### src/rtl/div_pkg.sv
// rtl/div_pkg.sv - shared types and constants for the sequential divider
package div_pkg;

    localparam int DIV_WIDTH_DEFAULT = 32;

    typedef enum logic [1:0] {
        IDLE,
        CALC,
        DONE
    } div_state_t;

    // Bits needed to count down from value-1 to zero.
    function automatic int clog2(input int value);
        int bits;
        bits = 0;
        while ((1 << bits) < value) begin
            bits = bits + 1;
        end
        return bits;
    endfunction

endpackage

### src/rtl/seq_divider_if.sv
// rtl/seq_divider_if.sv - operand and result handshakes of the divider
interface seq_divider_if import div_pkg::*; #(
    parameter int WIDTH = DIV_WIDTH_DEFAULT
);

    logic             in_valid;
    logic             in_ready;
    logic [WIDTH-1:0] dividend;
    logic [WIDTH-1:0] divisor;
    logic             out_valid;
    logic             out_ready;
    logic [WIDTH-1:0] quotient;
    logic [WIDTH-1:0] remainder;
    logic             div_by_zero;

    modport master (
        output in_valid, dividend, divisor, out_ready,
        input  in_ready, out_valid, quotient, remainder, div_by_zero
    );

    modport slave (
        input  in_valid, dividend, divisor, out_ready,
        output in_ready, out_valid, quotient, remainder, div_by_zero
    );

endinterface

### src/rtl/div_step.sv
// rtl/div_step.sv - one combinational restoring-division iteration
module div_step import div_pkg::*; #(
    parameter int WIDTH = DIV_WIDTH_DEFAULT
) (
    input  logic [WIDTH-1:0] r,
    input  logic [WIDTH-1:0] q,
    input  logic [WIDTH-1:0] d,
    output logic [WIDTH-1:0] r_next,
    output logic [WIDTH-1:0] q_next
);

    logic [WIDTH:0] trial;

    // Extra MSB acts as the borrow: set means the partial remainder is below d.
    assign trial = {r, q[WIDTH-1]} - {1'b0, d};

    always_comb begin
        r_next = {r[WIDTH-2:0], q[WIDTH-1]};
        q_next = {q[WIDTH-2:0], 1'b0};
        if (!trial[WIDTH]) begin
            r_next = trial[WIDTH-1:0];
            q_next = {q[WIDTH-2:0], 1'b1};
        end
    end

endmodule

### src/rtl/seq_divider.sv
// rtl/seq_divider.sv - multi-cycle unsigned restoring divider with valid/ready ports
module seq_divider import div_pkg::*; #(
    parameter int WIDTH = DIV_WIDTH_DEFAULT
) (
    input  logic          clk,
    input  logic          rst_n,
    seq_divider_if.slave  bus
);

    localparam int CW = clog2(WIDTH);

    div_state_t       state_q;
    div_state_t       state_d;
    logic [WIDTH-1:0] q_q;
    logic [WIDTH-1:0] r_q;
    logic [WIDTH-1:0] d_q;
    logic [WIDTH-1:0] q_step;
    logic [WIDTH-1:0] r_step;
    logic [CW-1:0]    cnt_q;
    logic             dbz_q;
    logic             accept;

    assign accept = (state_q == IDLE) && bus.in_valid;

    div_step #(.WIDTH(WIDTH)) u_step (
        .r      (r_q),
        .q      (q_q),
        .d      (d_q),
        .r_next (r_step),
        .q_next (q_step)
    );

    always_ff @(posedge clk or negedge rst_n) begin
        if (!rst_n) begin
            state_q <= IDLE;
        end else begin
            state_q <= state_d;
        end
    end

    always_comb begin
        state_d       = state_q;
        bus.in_ready  = 1'b0;
        bus.out_valid = 1'b0;
        case (state_q)
            IDLE: begin
                bus.in_ready = 1'b1;
                if (bus.in_valid) begin
                    state_d = (bus.divisor == '0) ? DONE : CALC;
                end
            end
            CALC: begin
                if (cnt_q == '0) begin
                    state_d = DONE;
                end
            end
            DONE: begin
                bus.out_valid = 1'b1;
                if (bus.out_ready) begin
                    state_d = IDLE;
                end
            end
            default: state_d = IDLE;
        endcase
    end

    // Divide-by-zero skips CALC entirely, so its result is loaded at accept.
    always_ff @(posedge clk or negedge rst_n) begin
        if (!rst_n) begin
            q_q   <= '0;
            r_q   <= '0;
            d_q   <= '0;
            cnt_q <= '0;
            dbz_q <= 1'b0;
        end else if (accept) begin
            d_q   <= bus.divisor;
            cnt_q <= CW'(WIDTH - 1);
            if (bus.divisor == '0) begin
                q_q   <= '1;
                r_q   <= bus.dividend;
                dbz_q <= 1'b1;
            end else begin
                q_q   <= bus.dividend;
                r_q   <= '0;
                dbz_q <= 1'b0;
            end
        end else if (state_q == CALC) begin
            q_q   <= q_step;
            r_q   <= r_step;
            cnt_q <= cnt_q - CW'(1);
        end
    end

    assign bus.quotient    = q_q;
    assign bus.remainder   = r_q;
    assign bus.div_by_zero = dbz_q;

endmodule

### src/flat_wrapper.sv
// flat-port wrapper written by rule: the top's interface ports become plain ports
module seq_divider_flat import div_pkg::*;
#(
    parameter int WIDTH = DIV_WIDTH_DEFAULT
)
  (clk, rst_n, bus_in_valid, bus_dividend, bus_divisor, bus_out_ready, bus_in_ready, bus_out_valid, bus_quotient, bus_remainder, bus_div_by_zero);
  seq_divider_if #(.WIDTH(WIDTH)) bus_i ();
  input  logic clk;
  input  logic rst_n;
  input wire logic [$bits(bus_i.in_valid)-1:0] bus_in_valid;
  input wire logic [$bits(bus_i.dividend)-1:0] bus_dividend;
  input wire logic [$bits(bus_i.divisor)-1:0] bus_divisor;
  input wire logic [$bits(bus_i.out_ready)-1:0] bus_out_ready;
  output wire logic [$bits(bus_i.in_ready)-1:0] bus_in_ready;
  output wire logic [$bits(bus_i.out_valid)-1:0] bus_out_valid;
  output wire logic [$bits(bus_i.quotient)-1:0] bus_quotient;
  output wire logic [$bits(bus_i.remainder)-1:0] bus_remainder;
  output wire logic [$bits(bus_i.div_by_zero)-1:0] bus_div_by_zero;
  assign bus_i.in_valid = bus_in_valid;
  assign bus_i.dividend = bus_dividend;
  assign bus_i.divisor = bus_divisor;
  assign bus_i.out_ready = bus_out_ready;
  assign bus_in_ready = bus_i.in_ready;
  assign bus_out_valid = bus_i.out_valid;
  assign bus_quotient = bus_i.quotient;
  assign bus_remainder = bus_i.remainder;
  assign bus_div_by_zero = bus_i.div_by_zero;
  seq_divider #(.WIDTH(WIDTH)) u_core (.clk(clk), .rst_n(rst_n), .bus(bus_i));
endmodule
### config.mk
export PLATFORM = sky130hd
export DESIGN_NAME = seq_divider_flat
export DESIGN_NICKNAME = d
export VERILOG_FILES = /design/src/rtl/div_pkg.sv /design/src/rtl/seq_divider_if.sv /design/src/rtl/div_step.sv /design/src/rtl/seq_divider.sv /design/src/flat_wrapper.sv
export SDC_FILE = /design/constraint.sdc
export NUM_CORES = 1
export LEC_CHECK = 0
export CAP_MARGIN = 10
export CORE_AREA = 2 2 106 119
export DETAILED_ROUTE_END_ITERATION = 16
export DIE_AREA = 0 0 108 121
export PLACE_DENSITY = 0.84
export SYNTH_ARGS = -nofsm -noshare
export SYNTH_HDL_FRONTEND = slang
export SYNTH_SLANG_ARGS = --single-unit
### constraint.sdc
create_clock -name clk -period 7.5 [get_ports clk]
set_input_delay 1.5 -clock clk [delete_from_list [all_inputs] [get_ports clk]]
set_output_delay 1.5 -clock clk [all_outputs]
set_load 0.01 [all_outputs]
==> Word level (Yosys, flattened, before mapping) <==
Cells that the tools add are included.
{ "word_totals": {"ff_bits": 104, "output_inout_bits": 67, "word_cells": 37} }
{ "classes": {"add_sub_neg": 2, "n_eq_ne": 5, "n_mux": 18, "reduce_logical": 6} }
{ "ops": {"columns": ["cell", "n"], "rows": [
  ["$mux 32", 7],
  ["$sub 33x32->33", 1],
  ["$logic_not 32->1", 1],
  ["$mux 5", 2],
  ["$mux 2", 4],
  ["$pmux 2 s3", 1],
  ["$logic_not 5->1", 1],
  ["$sub 5x1->5 const B", 1],
  ["$mux 1", 4],
  ["$ne 2x2->1 const B", 2],
  ["$reduce_and 3->1", 1],
  ["$eq 2x1->1 const B", 1],
  ["$eq 2x2->1 const B", 1],
  ["$logic_not 2->1", 1],
  ["$ne 2x1->1 const B", 1],
  ["$reduce_bool 2->1", 1],
  ["$logic_and 1x1->1", 1]
]} }

==> Depth between registers and ports, before layout <==
Gate-level depths: netlist (run 1).
{ "depth": {"word_depth": 4, "mapped_depth": 12, "mapped_depth_nobuf": 11} }

==> Cells and area by module <==
Synthesis (run 1) repeated with hierarchy kept, for this count alone.
{ "hier_totals": {"cells_unflattened": 842, "hier_area_um2": 7248.2} }
{ "by_module_without_submodules": {"columns": ["module", "n_inst", "cells_each", "area_each_um2"], "rows": [
  ["seq_divider", 1, 502, 4698.3],
  ["div_step", 1, 340, 2549.9]
]} }

==> Least setup slack after synthesis (run 1) <==
OpenSTA, ideal clock, no wires.
{ "synth_timing": {"kind": "input -> register", "start": "in bus_divisor[20]", "end": "reg u_core.r_q[15] (netlist: u_core.bus.remainder[15])", "setup_time_ns": 0.087, "t_arrival_ns": 2.832, "required_time_ns": 7.413, "path_slack_ns": 4.581, "stages": 6, "path_buffers": 1, "cell_sequence": "nor4_1 > nand4_1 > nor3_1 > clkbuf_1 > nand2_1 > a22oi_1"} }
{ "synth_between": {"elab_chain_cells": 3} }
{ "synth_rtl": {"columns": ["element", "line_no", "rtl"], "rows": [
  ["start, declared", "flat_wrapper.sv:12", "input wire logic [$bits(bus_i.divisor)-1:0] bus_divisor;"],
  ["$logic_not 32->1", "seq_divider.sv:78", "if (bus.divisor == '0) begin"],
  ["$mux 32", "seq_divider.sv:78", null],
  ["$mux 32", "seq_divider.sv:75", "end else if (accept) begin"],
  ["end signal, assigned", "seq_divider.sv:80", "r_q <= bus.dividend;"],
  ["end signal, assigned", "seq_divider.sv:89", "r_q <= r_step;"],
  ["end, declared", "seq_divider.sv:15", "logic [WIDTH-1:0] r_q;"]
]} }
Every way passes these cells.
A chain may end at the register's enable or synchronous reset.

==> Final worst setup path (run 1) <==
{ "layout_timing": {"start": "reg u_core.q_q[31] (netlist: u_core.bus.quotient[31])", "end": "reg u_core.r_q[13] (netlist: u_core.bus.remainder[13])"} }
{ "layout_between": {"elab_chain_cells": 4} }
{ "layout_rtl": {"columns": ["element", "line_no", "rtl"], "rows": [
  ["start, declared", "seq_divider.sv:14", "logic [WIDTH-1:0] q_q;"],
  ["start signal, assigned", "seq_divider.sv:83", "q_q <= bus.dividend;"],
  ["start signal, assigned", "seq_divider.sv:88", "q_q <= q_step;"],
  ["$sub 33x32->33", "div_step.sv:15", "assign trial = {r, q[WIDTH-1]} - {1'b0, d};"],
  ["$mux 32", "div_step.sv:20", "if (!trial[WIDTH]) begin"],
  ["$mux 32", "seq_divider.sv:87", "end else if (state_q == CALC) begin"],
  ["$mux 32", "seq_divider.sv:75", null]
]} }
Every way passes these cells. The select of a mux whose other input is x is not followed.

==> out/metrics.csv, run 1 <==
metric;value;unit
dr.pass1.iters;5;
htreeDepth;3;
postCtsSetupRepairBufs;0;
die_h;121;um
grt_pass1_vias;6244;
fin_crit_sh;52.9;%
synthCells;752;
slew_headroom;30.9;%
antenna_found_initial;0;
grt_usage;30.3;%
die_w;108;um
gp_congestion;0.915;
worst_slew_pin_slew;1.03;ns
ant_nets;0;
critPathMaxStageDelay;0.57;ns
clk_pin_slew;0.08;ns
crit_family;compound AO/OA/AOI/OAI gates;
rsz0062_at_grt;no;
synth-edff-count;0;
final_util;69.5;%
period_needed;3.96;ns
synth_nets;855;
seq_area;2600;um^2
slowest_stage;xnor2_4;
numClockSinks;104;
core_area;11800;um^2
critPathMaxFanout;23;
netlist_area;6500;um^2
multi_input_area;3560;um^2
first_iter_violations;390;
vias;6374;
cp_num_buf_inv;2;
required;7.71;ns
synth.distinct_cells;61;
cts.path.max_buffers;2;
ys_ff_latch;104;
hold_viol_final;0;
fin_setup_tns;0;ns
async_reset_ff_share;100;%
slew_violations;0;
setup-violations-final;0;
fill_cells;967;
hold_path_class;reg -> reg;
synthFlopType;dfrtp_1;
post_cts_resized;0;
cts_hold_buffers;0;
port_buffers;134;
cp.arrival;4.18;ns
syn_to_final_growth;26.4;%
cts-root-buf;clkbuf_16;
maxCapViolations;0;
grt_max_degree;74;
fin_nets;962;
drive_above_1_share;4.75;%
grt_pass1_wl;31000;um
start_util;55.0;%
wire_per_inst;19.2;um
hpwl;14300;um
cp-end-kind;flip-flop;
grt-ovfl-total;0;
ys_seq_area_share;40.0;%
clk_latency;0.36;ns
antenna_cells;0;
fin_skew;0.0113;ns
tritoncts;built;
rows;42;
synth_warnings;0;
dieArea;13100;um^2
outcome;complete, no violations;
routed_via_density;6.26;
crit_chain;inv_1 -> ha_1 -> fa_1 -> nand2b_1 -> a21oi_1 -> o21ai_2 -> o31ai_4 -> a311oi_4 -> xnor2_4 -> buf_4 -> mux2i_1 -> o21ai_1;
ios;135;
numCtsBuffers;9;
crit_path_start_kind;flip-flop;
wirelength;19600;um
fmax;252;MHz
path_class;reg -> reg;
drcViolationCount;0;
syn_avg_cell_area;8.65;um^2
==> through the flow <==
stage | area (um^2) | cells | setup WS (ns) | hold WS, ns
after global placement | 7900 | 1001 | 3.39 | 0.464
after floorplan | 6500 | 752 | 4.58 | 0.450
final | 8220 | 1018 | 3.54 | 0.486
after CTS | 8190 | 1017 | 3.57 | 0.490
after global routing | 8220 | 1018 | 3.30 | 0.504
after detailed placement | 7900 | 1001 | 3.39 | 0.470
==> worst paths after layout <==
| check | start | endpoint | slack, ns | cells after the start |
|---|---|---|---|---|
| hold reg to reg | u_core.bus.div_by_zero$_DFFE_PN0P_ | u_core.bus.div_by_zero$_DFFE_PN0P_ | 0.49 | 1 |
| setup reg to reg | u_core.bus.quotient[31]$_DFFE_PN0P_ | u_core.bus.remainder[13]$_DFFE_PN0P_ | 3.54 | 12 |
| min in group asynchronous | rst_n | u_core.bus.quotient[28]$_DFFE_PN0P_ | 1.14 | 1 |
| setup / recovery | u_core.bus.quotient[31]$_DFFE_PN0P_ | u_core.bus.remainder[13]$_DFFE_PN0P_ | 3.54 | 12 |
| hold / removal | u_core.bus.div_by_zero$_DFFE_PN0P_ | u_core.bus.div_by_zero$_DFFE_PN0P_ | 0.49 | 1 |
| max in group asynchronous | rst_n | u_core.d_q[4]$_DFFE_PN0P_ | 5.15 | 2 |
==> cell families (layout without fill, tap and decap cells) <==
| kind of cell | count (synthesis) | count (layout) | share of synthesized area [%] |
|---|---|---|---|
| XOR/XNOR | 30 | 30 | 4.33 |
| buffers and inverters | 86 | 198 | 5.43 |
| adder cells (fa/ha/maj) | 35 | 35 | 6.85 |
| multiplexers | 22 | 22 | 3.48 |
| flip-flops | 104 | 104 | 40.0 |
| AND/OR/NAND/NOR | 240 | 240 | 16.4 |
| AO/OA/AOI/OAI | 235 | 235 | 23.5 |
==> registers in the layout (all words and copies together), names as in the netlist <==
signal	count
u_core.bus.div_by_zero	1
u_core.bus.quotient	32
u_core.bus.remainder	32
u_core.cnt_q	5
u_core.d_q	32
u_core.state_q	2
==> Yosys cell counts (13+ instances only) <==
cell	n	area (um^2)
a21o_1	14	105
a21oi_1	35	175
a22oi_1	13	97.6
clkbuf_1	39	146
dfrtp_1	104	2600
ha_1	34	425
inv_1	39	146
mux2i_1	20	200
nand2_1	74	278
nand3_1	19	95.1
nor2_1	90	338
nor3_1	15	75.1
o21ai_0	55	275
o21ai_1	18	90.1
o22ai_1	32	200
xnor2_1	18	158
==> per-layer routing <==
| metal | vias up | track usage (%) | wire, um |
|---|---|---|---|
| met2 | 286 | 51.4 | 9790 |
| met1 | 3093 | 37.9 | 7900 |
| met4 | 0 | 13.5 | 792 |
| met3 | 71 | 5.05 | 1110 |
| li1 | 2924 | - | - |
| met5 | - | 0 | 0 |
==> layout make-up <==
type	count	share of cell area [%]
timing repair buffer	143	17.4
clock inverter	5	0.594
multi-input combinational	562	43.3
inverter	39	1.78
clock buffer	11	2.95
sequential	104	31.7
tap	154	2.34
==> placed cells by master, fill, tap and decap left out, types with 6 or more instances in the layout <==
master / netlist / final
buf_4: 1 / 9
ha_1: 34 / 34
nand3_1: 19 / 19
o22ai_1: 32 / 32
nor4_1: 10 / 10
inv_1: 39 / 39
dfrtp_1: 104 / 104
a32oi_1: 9 / 9
nand4_1: 8 / 8
nand2_1: 74 / 74
o21ai_0: 55 / 55
nor3_1: 15 / 14
mux2i_1: 20 / 20
nor2_1: 90 / 90
xor2_1: 11 / 11
a31oi_1: 12 / 12
clkbuf_16: 0 / 9
o211ai_1: 7 / 7
clkdlybuf4s50_1: 0 / 133
xnor2_1: 18 / 18
o21bai_1: 6 / 6
o31ai_1: 8 / 8
a21oi_1: 35 / 35
a22oi_1: 13 / 13
o21ai_1: 18 / 17
a21o_1: 14 / 14
Power of run 1 is left out: the tool's default activity adds up to more than one toggle a clock period on the data nets, which glitch-free logic cannot reach.
==> run 2, diff against run 1 <==
CORE_AREA = 2 2 116 129   (was 2 2 106 119)
DIE_AREA = 0 0 118 131   (was 0 0 108 121)
PLACE_DENSITY = 0.75   (was 0.84)
clock period = 3.5 ns   (was 7.5 ns; I/O delays follow)
==> out/metrics.csv, run 2 (synthesis results as in run 1) <==
metric;value;unit
outcome;complete, no violations;
setup-violations-final;0;
vias;6194;
cts.path.max_buffers;2;
wire_per_inst;18.4;um
fin_nets;975;
post_cts_resized;0;
numClockSinks;104;
dr.pass1.iters;5;
grt_pass1_wl;31200;um
ios;135;
rsz0062_at_grt;no;
r2r-end;u_core.bus.remainder[1]$_DFFE_PN0P_;
drive_above_1_share;6.17;%
hold_viol_final;0;
slew_violations;0;
grt_max_degree;64;
maxCapViolations;0;
core_area;14200;um^2
die_h;131;um
antenna_cells;0;
crit_path_start_kind;flip-flop;
fill_cells;1293;
fmax;318;MHz
final_common_cell;clkdlybuf4s50_1;
drcViolationCount;0;
period_needed;3.14;ns
required;3.78;ns
fin_crit_sh;89.8;%
tritoncts;built;
wirelength;19600;um
hpwl;14500;um
cp.arrival;3.43;ns
gp_congestion;0.882;
hold_path_class;in -> async;
htreeDepth;3;
fin_cells;1067;
port_buffers;134;
ant_nets;0;
final_cell_mix;clkdlybuf4s50_1 (133), dfrtp_1 (104), nor2_1 (90);
grt_pass1_vias;5988;
place_inst;1048;
postCtsSetupRepairBufs;0;
critPathMaxFanout;5;
dieArea;15500;um^2
antenna_found_initial;0;
path_class;reg -> reg;
worst_slew_pin_slew;1.03;ns
rr_worst_depth;12;
slew_headroom;31.4;%
fin_setup_tns;0;ns
grt_usage;25.8;%
clk_latency;0.36;ns
fin_skew;0.00959;ns
grt-ovfl-total;0;
routed_via_density;5.81;
first_iter_violations;451;
place_ws;0.171;ns
reg2reg_from;u_core.bus.quotient[31]$_DFFE_PN0P_;
cts-root-buf;clkbuf_16;
numCtsBuffers;9;
cp-end-kind;flip-flop;
worst_slack;0.357;ns
cts_hold_buffers;0;
start_util;45.7;%
clk_pin_slew;0.07;ns
rrSetupSlack;0.36;ns
die_w;118;um
syn_to_final_growth;28.7;%
whs;0.381;ns
rows;46;
-- run 2: cell types whose count changed in the layout (fill, tap and decap cells not counted), sizes merged --
cell	previous run	this run
buf	10	23
bufinv	0	2
clkbuf	11	10
clkinv	2	0
inv	42	41
-- run 2: worst max-delay path by stage --
stage | from | end | slack (ns) | cells after the start
final | u_core.bus.quotient[31]$_DFFE_PN0P_ | u_core.bus.remainder[1]$_DFFE_PN0P_ | 0.36 | 12
after global routing | u_core.bus.quotient[31]$_DFFE_PN0P_ | u_core.bus.remainder[1]$_DFFE_PN0P_ | 0.19 | 12
after CTS | u_core.bus.quotient[31]$_DFFE_PN0P_ | u_core.bus.remainder[3]$_DFFE_PN0P_ | 0.17 | 12
after detailed placement | u_core.bus.quotient[31]$_DFFE_PN0P_ | u_core.bus.remainder[5]$_DFFE_PN0P_ | 0.17 | 12
after global placement | u_core.bus.quotient[31]$_DFFE_PN0P_ | u_core.bus.remainder[6]$_DFFE_PN0P_ | 0.28 | 12
after floorplan | u_core.bus.quotient[31]$_DFFE_PN0P_ | u_core.bus.remainder[10]$_DFFE_PN0P_ | 0.62 | 12
-- run 2: area by class of cell --
cell class              count  area, um^2  area share [%]
repair buffers            156        1500            18.0
clock buffers              10         239            2.85
inverters                  39         146            1.75
well taps                 192         240            2.87
flip-flops and latches    104        2600            31.1
clock inverters             4        77.6           0.926
multi-input cells         562        3560            42.6
-- run 2: critical path: stages (launching register included) --
cell,delay [ns]
dfrtp_1,0.37
inv_1,0.06
ha_1,0.22
fa_1,0.40
nand2b_1,0.18
a21oi_1,0.24
o21ai_2,0.14
o31ai_4,0.31
a311oi_4,0.17
xnor2_4,0.26
buf_4,0.19
mux2_4,0.31
a211oi_2,0.21
-- run 2: stage by stage --
step                      cell area [um^2]  utilization [%]
after floorplan                       6500                -
after global placement                8020             56.4
after detailed placement              8020             56.4
after CTS                             8340             58.6
after global routing                  8370             58.9
final                                 8370             58.9
-- run 2: metal layers --
| metal | up-vias | global-route usage, % | share of wire, % |
|---|---|---|---|
| met2 | 213 | 43.8 | 49 |
| met5 | - | 0 | 0 |
| met1 | 2981 | 32.2 | 42 |
| met4 | 0 | 13.3 | 3.9 |
| li1 | 2952 | - | - |
| met3 | 48 | 4.04 | 5.1 |
Power of run 2 is left out for the same reason.
